==> config.mk <==
export PLATFORM = sky130hd
export DESIGN_NAME = i2c_tx_flat
export DESIGN_NICKNAME = d
export VERILOG_FILES = /design/src/rtl/i2c_tx_if.sv /design/src/rtl/i2c_tx.sv /design/src/flat_wrapper.sv
export SDC_FILE = /design/constraint.sdc
export NUM_CORES = 1
export LEC_CHECK = 0
export ABC_AREA = 1
export BUFFER_PORTS_ARGS = -buffer_cell sky130_fd_sc_hd__buf_4
export CAP_MARGIN = 20
export CELL_PAD_IN_SITES_DETAIL_PLACEMENT = 2
export CELL_PAD_IN_SITES_GLOBAL_PLACEMENT = 2
export CORE_MARGIN = 8
export CORE_UTILIZATION = 32
export DETAILED_ROUTE_END_ITERATION = 8
export PLACE_DENSITY_LB_ADDON = 0.12
export SETUP_SLACK_MARGIN = 0.4
export SYNTH_ARGS = -nofsm -noshare
export SYNTH_HDL_FRONTEND = slang
export SYNTH_SLANG_ARGS = --single-unit
==> constraint.sdc <==
create_clock -name clk -period 2.11 [get_ports clk]
set_clock_uncertainty 0.2 [all_clocks]
set_input_delay 0.1055 -clock clk [delete_from_list [all_inputs] [get_ports clk]]
set_output_delay 0.1055 -clock clk [all_outputs]
set_load 0.01 [all_outputs]
==> src/rtl/i2c_tx_if.sv <==
// Bus and byte-handshake signals for the i2c_tx open-drain byte transmitter.
interface i2c_tx_if;
  logic       scl;
  logic       sda_in;
  logic       sda_oe;
  logic [7:0] data;
  logic       data_valid;
  logic       data_ready;
  logic       abort;
  logic       busy;
  logic       ack_valid;
  logic       nack;

  modport master (
    output scl, sda_in, data, data_valid, abort,
    input  sda_oe, data_ready, busy, ack_valid, nack
  );

  modport slave (
    input  scl, sda_in, data, data_valid, abort,
    output sda_oe, data_ready, busy, ack_valid, nack
  );
endinterface

==> src/rtl/i2c_tx.sv <==
// I2C byte transmitter: shifts a byte MSB-first onto SDA in step with an external
// SCL, then samples the receiver's ack bit on the 9th clock.
module i2c_tx #(
  parameter int HOLD_CYCLES = 4,
  parameter int SYNC_STAGES = 2
) (
  input logic     clk,
  input logic     rstn,
  i2c_tx_if.slave bus
);
  localparam int            HW        = (HOLD_CYCLES > 1) ? $clog2(HOLD_CYCLES) : 1;
  localparam logic [HW-1:0] HOLD_LAST = HW'(HOLD_CYCLES - 1);

  typedef enum logic [2:0] {IDLE, WAIT_LOW, HOLD, DATA, ACK_HOLD, ACK} state_t;

  state_t                 state_q, state_d;
  logic [SYNC_STAGES-1:0] scl_sync, sda_sync;
  logic                   scl_s, sda_s, scl_prev, scl_rise, scl_fall;
  logic [7:0]             shift_q, shift_d;
  logic [2:0]             bit_cnt_q, bit_cnt_d;
  logic [HW-1:0]          hold_q, hold_d;
  logic                   last_q, last_d;
  logic                   sda_oe_q, sda_oe_d;
  logic                   ack_valid_q, ack_valid_d;
  logic                   nack_q, nack_d;

  always_ff @(posedge clk or negedge rstn) begin
    if (!rstn) begin
      scl_sync <= '1;
      sda_sync <= '1;
      scl_prev <= 1'b1;
    end else begin
      scl_sync <= {scl_sync[SYNC_STAGES-2:0], bus.scl};
      sda_sync <= {sda_sync[SYNC_STAGES-2:0], bus.sda_in};
      scl_prev <= scl_s;
    end
  end

  assign scl_s    = scl_sync[SYNC_STAGES-1];
  assign sda_s    = sda_sync[SYNC_STAGES-1];
  assign scl_rise = scl_s & ~scl_prev;
  assign scl_fall = ~scl_s & scl_prev;

  always_ff @(posedge clk or negedge rstn) begin
    if (!rstn) begin
      state_q     <= IDLE;
      shift_q     <= '0;
      bit_cnt_q   <= '0;
      hold_q      <= '0;
      last_q      <= 1'b0;
      sda_oe_q    <= 1'b0;
      ack_valid_q <= 1'b0;
      nack_q      <= 1'b0;
    end else begin
      state_q     <= state_d;
      shift_q     <= shift_d;
      bit_cnt_q   <= bit_cnt_d;
      hold_q      <= hold_d;
      last_q      <= last_d;
      sda_oe_q    <= sda_oe_d;
      ack_valid_q <= ack_valid_d;
      nack_q      <= nack_d;
    end
  end

  always_comb begin
    state_d     = state_q;
    shift_d     = shift_q;
    bit_cnt_d   = bit_cnt_q;
    hold_d      = hold_q;
    last_d      = last_q;
    sda_oe_d    = sda_oe_q;
    ack_valid_d = 1'b0;
    nack_d      = nack_q;
    if (bus.abort) begin
      state_d  = IDLE;
      sda_oe_d = 1'b0;
      hold_d   = '0;
      last_d   = 1'b0;
    end else begin
      unique case (state_q)
        IDLE: begin
          sda_oe_d = 1'b0;
          if (bus.data_valid) begin
            shift_d   = bus.data;
            bit_cnt_d = 3'd7;
            last_d    = 1'b0;
            hold_d    = '0;
            state_d   = WAIT_LOW;
          end
        end
        WAIT_LOW: begin
          if (!scl_s) begin
            hold_d  = '0;
            state_d = HOLD;
          end
        end
        // Both hold phases share the counter; a rising SCL before expiry means
        // the master clocked faster than SDA could settle, so drop the byte.
        HOLD, ACK_HOLD: begin
          if (scl_rise) begin
            state_d  = IDLE;
            sda_oe_d = 1'b0;
            hold_d   = '0;
            last_d   = 1'b0;
          end else if (hold_q == HOLD_LAST) begin
            hold_d = '0;
            if (state_q == HOLD) begin
              sda_oe_d = ~shift_q[7];
              state_d  = DATA;
            end else begin
              sda_oe_d = 1'b0;
              state_d  = ACK;
            end
          end else begin
            hold_d = hold_q + 1'b1;
          end
        end
        // bit_cnt parks at 0; last marks that the 8th bit has been clocked out.
        DATA: begin
          if (scl_rise) begin
            shift_d = {shift_q[6:0], 1'b0};
            if (bit_cnt_q == 3'd0) last_d = 1'b1;
            else                   bit_cnt_d = bit_cnt_q - 3'd1;
          end else if (scl_fall) begin
            state_d = last_q ? ACK_HOLD : HOLD;
          end
        end
        ACK: begin
          if (scl_rise) begin
            ack_valid_d = 1'b1;
            nack_d      = sda_s;
            state_d     = IDLE;
          end
        end
        default: state_d = IDLE;
      endcase
    end
  end

  assign bus.sda_oe     = sda_oe_q;
  assign bus.data_ready = (state_q == IDLE);
  assign bus.busy       = (state_q != IDLE);
  assign bus.ack_valid  = ack_valid_q;
  assign bus.nack       = nack_q;
endmodule

==> src/flat_wrapper.sv <==
// flat-port wrapper written by rule: the top's interface ports become plain ports
module i2c_tx_flat 
#(
  parameter int HOLD_CYCLES = 4,
  parameter int SYNC_STAGES = 2
)
  (clk, rstn, bus_scl, bus_sda_in, bus_data, bus_data_valid, bus_abort, bus_sda_oe, bus_data_ready, bus_busy, bus_ack_valid, bus_nack);
  i2c_tx_if bus_i ();
  input logic clk;
  input logic rstn;
  input wire logic [$bits(bus_i.scl)-1:0] bus_scl;
  input wire logic [$bits(bus_i.sda_in)-1:0] bus_sda_in;
  input wire logic [$bits(bus_i.data)-1:0] bus_data;
  input wire logic [$bits(bus_i.data_valid)-1:0] bus_data_valid;
  input wire logic [$bits(bus_i.abort)-1:0] bus_abort;
  output wire logic [$bits(bus_i.sda_oe)-1:0] bus_sda_oe;
  output wire logic [$bits(bus_i.data_ready)-1:0] bus_data_ready;
  output wire logic [$bits(bus_i.busy)-1:0] bus_busy;
  output wire logic [$bits(bus_i.ack_valid)-1:0] bus_ack_valid;
  output wire logic [$bits(bus_i.nack)-1:0] bus_nack;
  assign bus_i.scl = bus_scl;
  assign bus_i.sda_in = bus_sda_in;
  assign bus_i.data = bus_data;
  assign bus_i.data_valid = bus_data_valid;
  assign bus_i.abort = bus_abort;
  assign bus_sda_oe = bus_i.sda_oe;
  assign bus_data_ready = bus_i.data_ready;
  assign bus_busy = bus_i.busy;
  assign bus_ack_valid = bus_i.ack_valid;
  assign bus_nack = bus_i.nack;
  i2c_tx #(.HOLD_CYCLES(HOLD_CYCLES), .SYNC_STAGES(SYNC_STAGES)) u_core (.clk(clk), .rstn(rstn), .bus(bus_i));
endmodule
==> results of run 1 <==
==> worst max-delay path by stage <==
stage	slack [ns]	depth (start not counted)	end
floorplan	0.52	10	u_core.bit_cnt_q[2]
global placement	0.17	7	u_core.shift_q[0]
detailed placement	0.08	7	u_core.shift_q[0]
CTS	0.40	8	u_core.bit_cnt_q[2]
global route	0.28	9	u_core.shift_q[3]
finish	0.35	9	u_core.shift_q[6]
==> repair_timing <==
item	in CTS	in global routing
hold buffers	11	0
pin swaps	2	7
setup buffers	11	8
resized for setup	16	38
setup endpoints to repair	18	18
gates cloned	1	0
endpoints found under the hold margin	37	0
==> cell type report <==
| type | count | share of cell area, % |
|---|---|---|
| Clock inverter | 1 | 0.240 |
| Tap cell | 52 | 3.12 |
| Inverter | 23 | 4.27 |
| Clock buffer | 3 | 1.98 |
| Sequential cell | 25 | 30.5 |
| Multi-Input combinational cell | 126 | 37.6 |
| Timing Repair Buffer | 50 | 22.3 |
==> power by group through the flow <==
stage | Sequential [mW] | Combinational, mW | Clock, mW
4_1_cts | 0.722 | 1.15 | 0.311
6_report | 0.730 | 1.48 | 0.297
3_3_place_gp | 0.744 | 0.793 | 0
2_1_floorplan | 0.693 | 0.640 | 0
3_5_place_dp | 0.752 | 0.839 | 0
5_1_grt | 0.744 | 1.61 | 0.331
==> cells in the final DEF, fill, tap and decap left out, drive strengths merged <==
cell type,Yosys,routed
nor2,14,14
xnor2,1,1
nand3b,1,1
mux2i,1,1
nand4,5,5
dfrtp,20,20
dfstp,5,5
nor3,1,1
o21ai,20,20
buf,4,39
inv,23,23
dlygate4sd3,0,11
o211ai,3,3
clkbuf,2,3
nand2,58,58
ha,3,3
clkinv,0,1
nand3,17,17
a21oi,2,2
==> kinds of logic (layout without fill, tap and decap cells) <==
family | count (synthesis) | count (layout) | synth area share, %
AO/OA/AOI/OAI | 25 | 25 | 9.91
XOR/XNOR | 1 | 1 | 0.636
adder cells (fa/ha/maj) | 3 | 3 | 2.73
buffers and inverters | 29 | 77 | 9.09
flip-flops | 25 | 25 | 45.9
multiplexers | 1 | 1 | 0.727
AND/OR/NAND/NOR | 96 | 96 | 31.0
==> stage by stage <==
stage | area (µm²) | hold slack (ns)
4_1_cts | 1880 | 0.00895
5_1_grt | 2080 | 0.0815
3_3_place_gp | 1550 | -0.166
2_1_floorplan | 1380 | -0.390
6_report | 2080 | 0.0701
3_5_place_dp | 1550 | -0.159
==> state kept, by name, summed over array words and instances (netlist names) <==
register,cells
u_core.bit_cnt_q,3
u_core.shift_q,8
u_core.bus.sda_oe,1
u_core.last_q,1
u_core.state_q,3
u_core.scl_sync,2
u_core.scl_prev,1
u_core.sda_sync,2
u_core.hold_q,2
u_core.bus.nack,1
u_core.bus.ack_valid,1
==> per-layer routing <==
layer	up-vias	part of all wire, %	GRT usage [%]	wire length, µm
met3	10	2.2	2.08	118
met4	0	2.3	3.33	119
met2	19	55	29.0	2900
met5	-	0	0	0
met1	711	40	15.7	2120
li1	672	-	-	-
==> critical path, cell delays in order, from the launching register on <==
cell and delay [ns]:
dfrtp_2 0.48, nor2_4 0.22, nand2_4 0.10, nand2_2 0.07
nand2_2 0.08, nor2_4 0.11, buf_12 0.14, buf_12 0.15
nand2_4 0.05, o21ai_2 0.07
==> results.json, run 1 <==
{
  "status": "finished clean",
  "p_seq_share_pct": 29.1,
  "instances_no_fill": 280,
  "drtAntennaViolNets": 0,
  "viasPerCell": 5.04,
  "synth_cells": 180,
  "vias": 1412,
  "pre_cts_ws_ns": 0.0798,
  "worstPathArrival_ns": 1.75,
  "final_max_slew_viol_count": 0,
  "syn-num-nets": 197,
  "die-width_um": 81.6,
  "place.gp.congestion": 0.807,
  "syn_area_per_cell_um2": 7.65,
  "cp_max_fo": 8,
  "cts_inserted_buffers": 3,
  "fmax_mhz": 569,
  "relSlewSlack_pct": 63.9,
  "synth_cell_types": 26,
  "areaGrowthSynthToFinish_pct": 51.3,
  "critPathRequiredTime_ns": 2.10,
  "grt_pass1_vias": 1623,
  "initial_core_util_pct": 32.5,
  "path_clk_slew_ns": 0.10,
  "r2r_start": "u_core.state_q[1]",
  "nFillCells": 448,
  "cts_tree": "done",
  "drt_first_pass_iters": 4,
  "critPathCaptureType": "flop",
  "wl_per_cell_um": 18.8,
  "synth_top_area_share_pct": 36.4,
  "num_io_pins": 19,
  "drv_cap": 0,
  "ff_latch_area_um2": 636,
  "place.detailed.hpwl_um": 2880,
  "p_leak_nw": 1.04,
  "ys_ff_latch": 25,
  "yosys_warnings": 0,
  "grt.overflow.total": 0,
  "final_nets": 246,
  "grt_max_degree": 26,
  "switchingPower_mw": 1.10,
  "power.share.combinational_pct": 59.1,
  "power.density_nw_per_um2": 1200,
  "io_buffer_count": 18,
  "synthesis.area_um2": 1380,
  "finalSetupTns_ns": 0,
  "finalCriticalPeriod_ns": 1.76,
  "rsz0062_at_grt": "true",
  "period_share_pct": 83.2,
  "pwr-share-clk_pct": 11.8,
  "grtUsageTotal_pct": 14.6,
  "multi_input_area_um2": 782,
  "yosys_most_used_dff": "dfrtp_1",
  "worstSetupPathType": "reg2reg",
  "drt_iter0_drc": 44,
  "r2r-end": "u_core.shift_q[6]",
  "switching_share_pct": 44.1,
  "rows": 24,
  "setup_viol": 0,
  "grt_antenna_before_repair": 0,
  "fp.coreArea_um2": 4230,
  "power_mw": 2.51,
  "fp.dieH_um": 81.6,
  "root_buffer": "clkbuf_8",
  "drc": 0,
  "antennaDiodeCount": 0,
  "startpoint": "u_core.state_q[1]",
  "cp-start-kind": "flop",
  "synthArstFlopShare_pct": 100,
  "yosys.area.top_type": "dfrtp_1",
  "worst-r2r-setup-slack_ns": 0.35,
  "clockBufferDepth": 2,
  "clock-sinks": 25,
  "synth_edf_count": 0,
  "internal_power_mw": 1.40,
  "clock_latency_ns": 0.27,
  "synth_commonest_cells": "57 x nand2_1, 22 x inv_1, 20 x dfrtp_1",
  "wirelength_um": 5260,
  "r2r_cells": 9,
  "hold_viol": 0,
  "h-tree-depth": 1,
  "ir_drop_v": 0.000477,
  "final_util_pct": 49.2,
  "worst-slew-pin-transition_ns": 0.541,
  "drive_above_1_share_pct": 37.7,
  "grt_pass1_wl_um": 7670,
  "synthTopCellsByArea": "dfrtp_1 36%, nand2_1 16%, dfstp_2 9.5%",
  "die-area_um2": 6660,
  "yosysMostFrequentCell": "nand2_1",
  "placed_cells": 245,
  "ys_seq_area_share_pct": 45.9,
  "hold_class": "in2async",
  "setup_ws_ns": 0.354
}
No activity file was read; power rests on OpenSTA's default activity.
==> run 2, diff against run 1 <==
- CORE_UTILIZATION: 32 -> 29
- clock period: 2.11 -> 1.5 ns (I/O delays scaled with it)
==> run 2 against run 1 <==
The flow now finishes with violations (hold timing, setup timing). Final cell count increased by 3.9%. Sequential power increased by 40%. Via count shrank 0.21%. Non-clock buffer count rose by 9. Critical path type unchanged. Critical endpoint is now u_core.state_q[0]. Largest cell class unchanged.
==> results.json, run 2 (synthesis results as in run 1) <==
{
  "status": "finished, violations left",
  "violations": "hold timing, setup timing",
  "p_leak_nw": 1.08,
  "nFillCells": 525,
  "power.density_nw_per_um2": 1610,
  "r2r_start": "u_core.state_q[1]",
  "grt.overflow.total": 0,
  "hold_viol": 3,
  "switchingPower_mw": 1.53,
  "io_buffer_count": 18,
  "finalCriticalPeriod_ns": 1.65,
  "num_io_pins": 19,
  "drt_first_pass_iters": 4,
  "holdBufCountCts": 11,
  "areaGrowthSynthToFinish_pct": 57.5,
  "initial_core_util_pct": 29.5,
  "wirelength_um": 4740,
  "h-tree-depth": 1,
  "fp.dieH_um": 84.9,
  "ir_drop_v": 0.000493,
  "hold_class": "in2reg",
  "power.share.combinational_pct": 58.8,
  "p_seq_share_pct": 29.1,
  "cp_max_fo": 4,
  "rsz0062_at_grt": "true",
  "period_share_pct": 110,
  "worstSetupPathType": "reg2reg",
  "grt_pass1_wl_um": 7880,
  "drive_above_1_share_pct": 44.3,
  "cp-start-kind": "flop",
  "grtUsageTotal_pct": 13.6,
  "fp.coreArea_um2": 4660,
  "slowest_delay_ns": 0.45,
  "slowest_stage": "dfrtp_2",
  "worstPathArrival_ns": 1.62,
  "critPathTopFamily": "simple AND/OR/NAND/NOR gates",
  "switching_share_pct": 43.8,
  "cts_tree": "done",
  "setup_ws_ns": -0.145,
  "place.gp.congestion": 0.779,
  "pwr-share-clk_pct": 12.1,
  "layout_commonest_cell": "buf_4",
  "path_clk_slew_ns": 0.09,
  "clock-sinks": 25,
  "drv_cap": 0,
  "startpoint": "u_core.state_q[1]",
  "antennaDiodeCount": 0,
  "largest_reg_flops": 8,
  "die-area_um2": 7210,
  "finalSetupTns_ns": -2.19,
  "hold_start": "bus_abort",
  "fmax_mhz": 608,
  "critPathCaptureType": "flop",
  "rows": 25,
  "worst-slew-pin-transition_ns": 0.364,
  "drt_iter0_drc": 28,
  "largest_registers": "u_core.shift_q x8, u_core.bit_cnt_q x3, u_core.state_q x3",
  "drc": 0,
  "cts_inserted_buffers": 3,
  "ff_latch_area_um2": 636,
  "die-width_um": 84.9,
  "internal_power_mw": 1.96,
  "final_cell_mix": "41 x buf_4, 37 x nand2_1, 20 x inv_1",
  "relSlewSlack_pct": 75.7,
  "viasPerCell": 4.84,
  "critPathRequiredTime_ns": 1.47,
  "holdWs_ns": -0.0960,
  "clock_latency_ns": 0.28,
  "final_max_slew_viol_count": 0,
  "final_nets": 255,
  "multi_input_area_um2": 831,
  "worst-r2r-setup-slack_ns": -0.15,
  "grt_max_degree": 26,
  "grt_pass1_vias": 1635,
  "critical_path_buf_inv_count": 1,
  "wl_per_cell_um": 16.3,
  "setup_viol": 20,
  "root_buffer": "clkbuf_8",
  "regMostFlops": "u_core.shift_q",
  "vias": 1409,
  "grt_antenna_before_repair": 0,
  "drtAntennaViolNets": 0,
  "place.detailed.hpwl_um": 3400,
  "cp_cell_sequence": "nor2_4 > buf_4 > nand4_1 > nand2_2 > nor2_2 > nand3_1 > nand2_1",
  "clockBufferDepth": 2
}
run 2: cell count changes in the layout (fill, tap and decap cells not counted), sizes merged:
cell	delta
buf	+9
run 2: cell type report:
type	count	share of cell area (%)
clock buffer	3	1.90
multi-input combinational	126	38.3
timing repair buffer	59	22.9
clock inverter	1	0.231
tap	54	3.12
inverter	23	4.21
sequential	25	29.3
run 2: worst min-delay path, stage by stage:
cell and delay, ns:
buf_4 0.11, a21oi_1 0.06, nand3_2 0.07, nand2_1 0.05
run 2: routing by layer:
| metal | global-route usage, % | vias to the layer above | part of all wire (%) |
|---|---|---|---|
| met2 | 24.4 | 19 | 53 |
| met1 | 16.2 | 697 | 43 |
| li1 | - | 688 | - |
| met4 | 3.40 | 0 | 1.2 |
| met5 | 0 | - | 0 |
| met3 | 2.70 | 5 | 2.7 |
run 2: final timing paths:
check                                     end  depth (start not counted)
setup / recovery            u_core.state_q[0]                          7
hold / removal              u_core.state_q[2]                          4
setup reg to reg            u_core.state_q[0]                          7
hold reg to reg            u_core.sda_sync[1]                          0
max in group asynchronous  u_core.scl_sync[1]                          2
min in group asynchronous    u_core.hold_q[1]                          2
run 2: power by group through the flow:
stage,logic (mW),registers (mW),clock network [mW]
after detailed placement,1.49,1.04,0
after floorplan,0.997,0.983,0
final,2.06,1.02,0.422
after global placement,1.38,1.02,0
after global routing,2.26,1.04,0.460
after CTS,1.77,1.02,0.431
run 2: timing repair:
action	in CTS	in global routing
endpoints found under the setup margin	22	25
pin swaps	6	12
hold endpoints to repair	38	3
resized for setup	22	37
cloned	1	0
buffers inserted	6	5
run 2: through the flow:
stage                     worst slack (ns)  power [mW]  cell area [µm²]  utilization [%]  instances
after floorplan                    -0.0707        1.98             1450                -        180
after global placement             -0.0748        2.41             1740             37.3        264
after detailed placement            -0.209        2.53             1740             37.3        264
after CTS                           -0.139        3.23             2020             43.3        286
after global routing                -0.229        3.76             2170             46.5        291
final                               -0.145        3.50             2170             46.5        291
